==> config.mk <==
export PLATFORM = sky130hd
export DESIGN_NAME = smac_engine_ctrl
export DESIGN_NICKNAME = d
export VERILOG_FILES = /design/src/rtl/smac_engine_ctrl.sv
export SDC_FILE = /design/constraint.sdc
export NUM_CORES = 1
export LEC_CHECK = 0
export CAP_MARGIN = 40
export CORE_MARGIN = 4
export CORE_UTILIZATION = 50
export CTS_BUF_LIST = sky130_fd_sc_hd__clkbuf_8
export CTS_CLUSTER_SIZE = 8
export DETAILED_ROUTE_END_ITERATION = 8
export PLACE_DENSITY = 0.76
export SYNTH_ARGS = -nofsm -noshare
export SYNTH_HDL_FRONTEND = slang
export SYNTH_SLANG_ARGS = --single-unit
==> constraint.sdc <==
create_clock -name clk_i -period 2.7 [get_ports clk_i]
set_input_delay 0.405 -clock clk_i [delete_from_list [all_inputs] [get_ports clk_i]]
set_output_delay 0.405 -clock clk_i [all_outputs]
set_load 0.02 [all_outputs]
==> src/rtl/smac_engine_ctrl.sv <==
// smac_engine_ctrl: sequencing controller for a streaming MAC engine.
// Per output tile it walks n_in activation packets. For each activation it
// accepts n_wei weight packets, one MAC enable per weight, then waits
// MAC_LAT cycles for the MAC pipeline to drain. After the last activation
// of a tile it writes the result back and starts the next tile. It never
// stops by itself: only clear_i or rst_ni return it to IDLE.
//
// Handshakes: a transfer happens in a cycle where both valid and ready are
// high at the rising clock edge. act_ready_o, wei_ready_o and out_valid_o
// depend on the state only, never on the matching valid/ready input, so
// they hold steady across a stall.
module smac_engine_ctrl #(
   parameter int CNT_W   = 16,
   parameter int WEI_W   = 8,
   parameter int MAC_LAT = 2
) (
   input  logic             clk_i,
   input  logic             rst_ni,
   input  logic             clear_i,
   input  logic             start_i,
   input  logic [CNT_W-1:0] n_in_i,
   input  logic [WEI_W-1:0] n_wei_i,
   input  logic             act_valid_i,
   output logic             act_ready_o,
   input  logic             wei_valid_i,
   output logic             wei_ready_o,
   output logic             mac_en_o,
   output logic             acc_clear_o,
   output logic             out_valid_o,
   input  logic             out_ready_i,
   output logic             update_in_o,
   output logic             update_out_o,
   output logic             busy_o,
   output logic [2:0]       state_o
);

   typedef enum logic [2:0] {
      IDLE     = 3'd0,
      LOAD_ACT = 3'd1,
      COMPUTE  = 3'd2,
      DRAIN    = 3'd3,
      UPD_IN   = 3'd4,
      WRITE    = 3'd5,
      UPD_OUT  = 3'd6
   } state_e;

   // The drain counter counts down from MAC_LAT-1 to 0, so DRAIN lasts
   // exactly MAC_LAT cycles.
   localparam logic [3:0] LAT_INIT = 4'(MAC_LAT - 1);

   state_e           state_q, state_d;
   logic [CNT_W-1:0] n_in_q, n_in_d;
   logic [WEI_W-1:0] n_wei_q, n_wei_d;
   logic [CNT_W-1:0] in_cnt_q, in_cnt_d;
   logic [WEI_W-1:0] wei_cnt_q, wei_cnt_d;
   logic [3:0]       lat_q, lat_d;

   // State, latched configuration and counters; reset and clear zero everything.
   always_ff @(posedge clk_i) begin
      if (!rst_ni || clear_i) begin
         state_q   <= IDLE;
         n_in_q    <= '0;
         n_wei_q   <= '0;
         in_cnt_q  <= '0;
         wei_cnt_q <= '0;
         lat_q     <= '0;
      end else begin
         state_q   <= state_d;
         n_in_q    <= n_in_d;
         n_wei_q   <= n_wei_d;
         in_cnt_q  <= in_cnt_d;
         wei_cnt_q <= wei_cnt_d;
         lat_q     <= lat_d;
      end
   end

   // Next-state, counter updates and state-decoded outputs.
   always_comb begin
      state_d      = state_q;
      n_in_d       = n_in_q;
      n_wei_d      = n_wei_q;
      in_cnt_d     = in_cnt_q;
      wei_cnt_d    = wei_cnt_q;
      lat_d        = lat_q;
      act_ready_o  = 1'b0;
      wei_ready_o  = 1'b0;
      acc_clear_o  = 1'b0;
      out_valid_o  = 1'b0;
      update_in_o  = 1'b0;
      update_out_o = 1'b0;

      case (state_q)
         IDLE: begin
            acc_clear_o = 1'b1;
            if (start_i) begin
               // A zero count would never terminate the loop; run it as one.
               n_in_d    = (n_in_i == '0) ? CNT_W'(1) : n_in_i;
               n_wei_d   = (n_wei_i == '0) ? WEI_W'(1) : n_wei_i;
               in_cnt_d  = '0;
               wei_cnt_d = '0;
               state_d   = LOAD_ACT;
            end
         end
         LOAD_ACT: begin
            act_ready_o = 1'b1;
            if (act_valid_i) begin
               wei_cnt_d = '0;
               state_d   = COMPUTE;
            end
         end
         COMPUTE: begin
            wei_ready_o = 1'b1;
            if (wei_valid_i) begin
               wei_cnt_d = wei_cnt_q + WEI_W'(1);
               if (wei_cnt_q == n_wei_q - WEI_W'(1)) begin
                  lat_d   = LAT_INIT;
                  state_d = DRAIN;
               end
            end
         end
         DRAIN: begin
            if (lat_q == 4'd0) begin
               if (in_cnt_q == n_in_q - CNT_W'(1)) begin
                  state_d = WRITE;
               end else begin
                  in_cnt_d = in_cnt_q + CNT_W'(1);
                  state_d  = UPD_IN;
               end
            end else begin
               lat_d = lat_q - 4'd1;
            end
         end
         UPD_IN: begin
            update_in_o = 1'b1;
            state_d     = LOAD_ACT;
         end
         WRITE: begin
            out_valid_o = 1'b1;
            if (out_ready_i) begin
               state_d = UPD_OUT;
            end
         end
         UPD_OUT: begin
            update_out_o = 1'b1;
            acc_clear_o  = 1'b1;
            in_cnt_d     = '0;
            state_d      = LOAD_ACT;
         end
         default: begin
            state_d = IDLE;
         end
      endcase
   end

   // The MAC enable is the weight handshake itself.
   assign mac_en_o = wei_valid_i & wei_ready_o;
   assign busy_o   = (state_q != IDLE);
   assign state_o  = state_q;

endmodule
==> results.cfg, run 1 <==
[outcome]
outcome = finished with violations
failed_checks = negative setup slack

[drt]
drt_iter0_markers = 140
via_per_inst = 5.88
vias = 3382
final_antenna_net_count = 0
drc = 0
first_pass_iters = 4
wirelength_um = 8710
wl_per_cell_um = 15.1

[hold_path]
hold_class = register to register
min_from = n_wei_q[7]$_SDFFE_PP0P_

[worst_setup_path]
crit_path_start = n_in_q[1]$_SDFFE_PP0P_
worstPathArrival_ns = 3.10
slowest_stage = or4_4
worstPathRequired_ns = 2.96
cp_top_family = simple AND/OR/NAND/NOR gates
critPathBufInv = 3
crit_type = register to register
cpPeakStageDelay_ns = 0.54
rr_startpoint = n_in_q[1]$_SDFFE_PP0P_
cp-start-kind = register
worst-path-max-fanout = 12
critical_path.endpoint_type = register
cp_cell_sequence = inv_2 -> ha_4 -> or4b_4 -> or4_4 -> a221o_1 -> nor4_4 -> buf_6 -> buf_8 -> o31ai_1 -> a21oi_1

[global_routing]
grt_max_degree = 27
grt_pass1_vias = 3276
grt_usage_pct = 21.5
grt_pass1_wl_um = 14800
antenna_found_initial = 0
grt.overflow.total = 0

[sta]
finClkSkew_ns = 0.0117
finalCriticalPeriod_ns = 2.84
hold_violations = 0
fmax_mhz = 352
maxSlewViolCount = 0
worst-slew-pin-transition_ns = 0.521
slew_headroom_pct = 65.3
rsz0062_at_grt = yes
timing.hold.ws_ns = 0.479
setup_tns_ns = -1.67
finalSetupViolations = 16
period_share_pct = 105
worst_slack_ns = -0.138

[layout]
nets = 534
n_antenna_cell = 0
drive_above_1_share_pct = 14.7
area_growth_pct = 25.1
final_common_cell = nand2_1
most-common-layout-cells = nand2_1 (68), dfxtp_1 (53), clkdlybuf4s50_1 (41), a21oi_1 (40), buf_4 (27)

[placement]
dp_hpwl_um = 6660
portBuffers = 41
dpl_worst_slack_ns = -0.00657
place_congestion = 0.893

[power]
p_leak_nw = 1.55
powerDensity_nw_per_um2 = 411
p_total_mw = 1.74
irDropWorstVdd_v = 0.000321

[clock_network]
cts.htree.levels = 2
clkSinkCount = 55
numCtsBuffers = 5
cts_tree = yes
cts.clk_slew.worst_paths_ns = 0.11
insertion_delay_ns = 0.33
clock_path_buffers = 2
clockRootBuffer = clkbuf_8

[floorplanning]
die_w_um = 90.3
initial_utilization_pct = 52.4
rows = 29
die_area_um2 = 8150
coreArea_um2 = 6460
boundaryPins = 42
die_h_um = 90.3

[synthesis]
syn-num-nets = 477
synth_flop_cell = dfxtp_1
async_reset_ff_share_pct = 0
synth_area_um2 = 3390
syn_inst = 440
ys_types = 51
synth-edff-count = 0
synth-seq-cells = 55
synth.avg_cell_area_um2 = 7.69
ys_warn_count = 0
yosysSeqAreaShare_pct = 32.5

[job]
drv_cap = 0
metrics by stage:
step	instance area, um^2	util [%]	cells
after detailed placement	4010	62.0	565
after CTS	4120	63.8	573
after global routing	4240	65.6	575
after global placement	4010	62.0	565
after floorplan	3390	-	440
final	4240	65.6	575
logic make-up after synthesis:
logic type                 Yosys count  share of synthesized area (%)
AOI/OAI and AO/OA                  101                           18.8
adders and majority gates            6                           2.22
and+or+nand+nor                    206                           31.9
DFF                                 55                           32.5
muxes                                3                          0.887
buffers and inverters               36                           4.66
xor gates and xnor gates            33                           8.98
final cells by class:
| cell class | instances | area (um^2) |
|---|---|---|
| fillers | 579 | 2220 |
| inverters | 14 | 52.6 |
| multi-input cells | 349 | 2190 |
| repair buffers | 72 | 679 |
| well taps | 77 | 96.3 |
| clock buffers | 5 | 68.8 |
| flip-flops and latches | 55 | 1100 |
| clock inverters | 3 | 47.5 |
worst paths after layout:
path                                             endpoint  slack [ns]  depth (start not counted)
worst max-delay path            in_cnt_q[10]$_SDFFE_PP0P_       -0.14                         10
worst min-delay path              n_wei_q[7]$_SDFFE_PP0P_        0.48                          2
worst max register to register  in_cnt_q[10]$_SDFFE_PP0P_       -0.14                         10
worst min register to register    n_wei_q[7]$_SDFFE_PP0P_        0.48                          2
state kept, by name (all words and copies together), names as in the netlist:
| signal | flops |
|---|---|
| in_cnt_q | 16 |
| lat_q | 4 |
| n_wei_q | 8 |
| wei_cnt_q | 8 |
| n_in_q | 16 |
| state_o | 3 |
layer usage:
layer / part of all wire (%) / wire (um) / global-route usage (%)
met5: 0 / 0 / 0
met4: 2.1 / 185 / 7.78
met3: 4.4 / 382 / 3.33
met2: 50 / 4330 / 38.1
met1: 44 / 3810 / 26.2
Yosys cell counts, drive strengths merged, types with 2 or more instances:
library cell | instances | area share, %
nand2b | 2 | 0.37
clkbuf | 19 | 2.1
nor3b | 2 | 0.44
nand3 | 17 | 2.5
nor4 | 11 | 2.5
or4 | 10 | 2.2
dfxtp | 55 | 33
nor2b | 7 | 1.3
o211ai | 2 | 0.44
a211oi | 3 | 0.67
nand4 | 10 | 1.8
nor3 | 18 | 2.7
or2 | 2 | 0.37
a221o | 2 | 0.59
a31oi | 5 | 0.92
xnor2 | 18 | 4.7
nand2 | 68 | 7.5
buf | 3 | 1.0
and2 | 6 | 1.1
and3b | 2 | 0.52
ha | 6 | 2.2
o31ai | 6 | 1.3
a21oi | 48 | 7.8
o311ai | 2 | 0.52
o21ai | 22 | 3.9
xor2 | 14 | 3.6
and3 | 7 | 1.3
nor2 | 23 | 2.5
nor4b | 3 | 0.78
o21a | 3 | 0.67
inv | 14 | 1.6
mux2i | 3 | 0.89
or3 | 14 | 2.7
or4b | 2 | 0.70
what timing repair did:
action | in CTS | in global routing
buffers inserted | 0 | 1
gates resized for setup | 0 | 26
pin swaps | 0 | 10
hold buffers | 0 | 0
setup endpoints to repair | 5 | 17
cloned | 0 | 1
report_power, final:
part | switching (mW) | internal [mW] | leakage, nW
clock network | 0.303 | 0.282 | 0.0587
logic | 0.161 | 0.154 | 1.05
registers | 0.0155 | 0.825 | 0.446
worst reg2reg max path, delay by kind of cell (launching register included):
kind / cells / cell delay (ns)
flip-flops: 1 / 0.34
adder cells (fa/ha/maj): 1 / 0.12
AND/OR/NAND/NOR: 3 / 1.31
buffers and inverters: 3 / 0.38
AO/OA/AOI/OAI: 3 / 0.64
(Power assumes the default switching activity.)
==> inputs of run 2 (changes only) <==
--- a/config.mk
+++ b/config.mk
@@ -7,11 +7,11 @@
 export LEC_CHECK = 0
 export CAP_MARGIN = 40
 export CORE_MARGIN = 4
-export CORE_UTILIZATION = 50
+export CORE_UTILIZATION = 52
 export CTS_BUF_LIST = sky130_fd_sc_hd__clkbuf_8
 export CTS_CLUSTER_SIZE = 8
 export DETAILED_ROUTE_END_ITERATION = 8
-export PLACE_DENSITY = 0.76
+export PLACE_DENSITY = 0.78
 export SYNTH_ARGS = -nofsm -noshare
 export SYNTH_HDL_FRONTEND = slang
 export SYNTH_SLANG_ARGS = --single-unit
==> run 2 against run 1 <==
Against the previous run:
- the flow still finishes with violations (negative setup slack)
- critical path depth shrank 2
- register-to-register slack gained 0.03 ns
- design area shrank 1.0%
- worst hold slack lost 0.0018 ns
- global-route usage grew 1.0 points
- sequential power is essentially flat
- routed wire length shrank 1.3%
- flip-flop and latch count is the same
- sequential share of layout area grew 0.27 points
- non-clock buffer count shrank 2
- clock power shrank 3%
- critical path type unchanged
- largest power group unchanged
==> results.cfg, run 2 (synthesis gave the netlist of run 1 again) <==
[sta]
hold_violations = 0
rsz0062_at_grt = yes
finClkSkew_ns = 0.00814
period_share_pct = 104
worst-slew-pin-transition_ns = 0.568
fmax_mhz = 356
finalSetupViolations = 13
finalCriticalPeriod_ns = 2.81
maxSlewViolCount = 0
worst_slack_ns = -0.113
setup_tns_ns = -0.495
slew_headroom_pct = 61.8

[hold_path]
min_from = n_wei_q[7]$_SDFFE_PP0P_
min_to = n_wei_q[7]$_SDFFE_PP0P_
hold_class = register to register
hold_depth = 2

[floorplanning]
boundaryPins = 42
die_w_um = 88.7
die_h_um = 88.7
die_area_um2 = 7870
rows = 29
coreArea_um2 = 6350
initial_utilization_pct = 53.3

[drt]
wl_per_cell_um = 15.0
final_antenna_net_count = 0
first_pass_iters = 5
drt_iter0_markers = 193
wirelength_um = 8590
vias = 3354
drc = 0
via_per_inst = 5.85

[job]
drv_cap = 0

[layout]
final_core_util_pct = 66.0
n_antenna_cell = 0
final_common_cell = nand2_1
most-common-layout-cells = nand2_1 (68), dfxtp_1 (53), clkdlybuf4s50_1 (41), a21oi_1 (40), buf_4 (27)
nets = 532
area_growth_pct = 23.8
fill_cells = 565
reg_top3 = in_cnt_q: 16 flops, n_in_q: 16 flops
drive_above_1_share_pct = 14.3

[placement]
place_congestion = 0.849
portBuffers = 41
dpl_worst_slack_ns = -0.0237
dp_hpwl_um = 6470

[worst_setup_path]
r2r_slack_ns = -0.11
worst-path-max-fanout = 4
rr_worst_depth = 8
worstPathRequired_ns = 2.94
crit_type = register to register
reg2reg_to = state_o[0]$_SDFFE_PP0P_
critical_path.endpoint_type = register
cp-start-kind = register
worstPathArrival_ns = 3.05
rr_startpoint = n_in_q[0]$_SDFFE_PP0P_

[clock_network]
cts.htree.levels = 2
cts.clk_slew.worst_paths_ns = 0.10
clkSinkCount = 55
clock_path_buffers = 2
cts_tree = yes
numCtsBuffers = 5
cts_hold_buf = 0
insertion_delay_ns = 0.31
clockRootBuffer = clkbuf_8

[global_routing]
antenna_found_initial = 0
grt.overflow.total = 0
grt_max_degree = 27
grt_pass1_vias = 3128
grt_usage_pct = 22.5
grt_pass1_wl_um = 14300

[outcome]
failed_checks = negative setup slack
outcome = finished with violations

[power]
powerDensity_nw_per_um2 = 413
p_leak_nw = 1.53
irDropWorstVdd_v = 0.000240
p_total_mw = 1.73
run 2: through the flow:
step / hold WS (ns) / instance area (um^2) / instances
after floorplan: 0.448 / 3390 / 440
after global placement: 0.459 / 3980 / 562
after detailed placement: 0.466 / 3980 / 562
after CTS: 0.482 / 4110 / 570
after global routing: 0.510 / 4190 / 573
final: 0.477 / 4190 / 573
run 2: critical path, cell delays in order, from the launching register on:
cell and delay, ns:
dfxtp_2 0.34, inv_2 0.06, ha_4 0.13, or4b_4 0.47
or4_4 0.52, a221o_1 0.38, buf_4 0.16, or4_4 0.50
a31oi_1 0.18
run 2: timing repair:
item / CTS / global route
pin swaps: 1 / 9
buffers inserted: 0 / 2
setup endpoints to repair: 14 / 17
resized for setup: 4 / 20
cloned: 0 / 1
run 2: layout make-up:
cell class              instances  area (um^2)  area share (%)
clock inverters                 3         47.5            1.13
flip-flops and latches         55         1100            26.3
clock buffers                   5         68.8            1.64
well taps                      77         96.3            2.30
repair buffers                 70          636            15.2
multi-input cells             349         2190            52.2
inverters                      14         52.6            1.25
run 2: layer usage:
metal  part of all wire, %  up-vias  track usage (%)
met2                    49       90             38.7
met5                     0        -                0
li1                      -     1693                -
met1                    44     1548             29.0
met4                   2.6        0             6.46
met3                   4.4       23             3.63
run 2: worst max path at each step:
stage	startpoint	end	slack [ns]	cells after the start
final	n_in_q[0]$_SDFFE_PP0P_	state_o[0]$_SDFFE_PP0P_	-0.11	8
after global routing	n_in_q[0]$_SDFFE_PP0P_	state_o[0]$_SDFFE_PP0P_	-0.20	8
after CTS	n_in_q[0]$_SDFFE_PP0P_	in_cnt_q[3]$_SDFFE_PP0P_	-0.03	9
after detailed placement	n_in_q[5]$_SDFFE_PP0P_	in_cnt_q[3]$_SDFFE_PP0P_	-0.02	8
after global placement	n_in_q[5]$_SDFFE_PP0P_	in_cnt_q[3]$_SDFFE_PP0P_	0.04	8
after floorplan	n_in_q[0]$_SDFFE_PP0P_	in_cnt_q[0]$_SDFFE_PP0P_	0.02	10
run 2: where the power goes:
part	total [mW]	internal, mW	leakage [nW]	switching [mW]
clock network	0.569	0.282	0.0587	0.287
registers	0.841	0.825	0.446	0.0158
logic	0.320	0.155	1.02	0.165
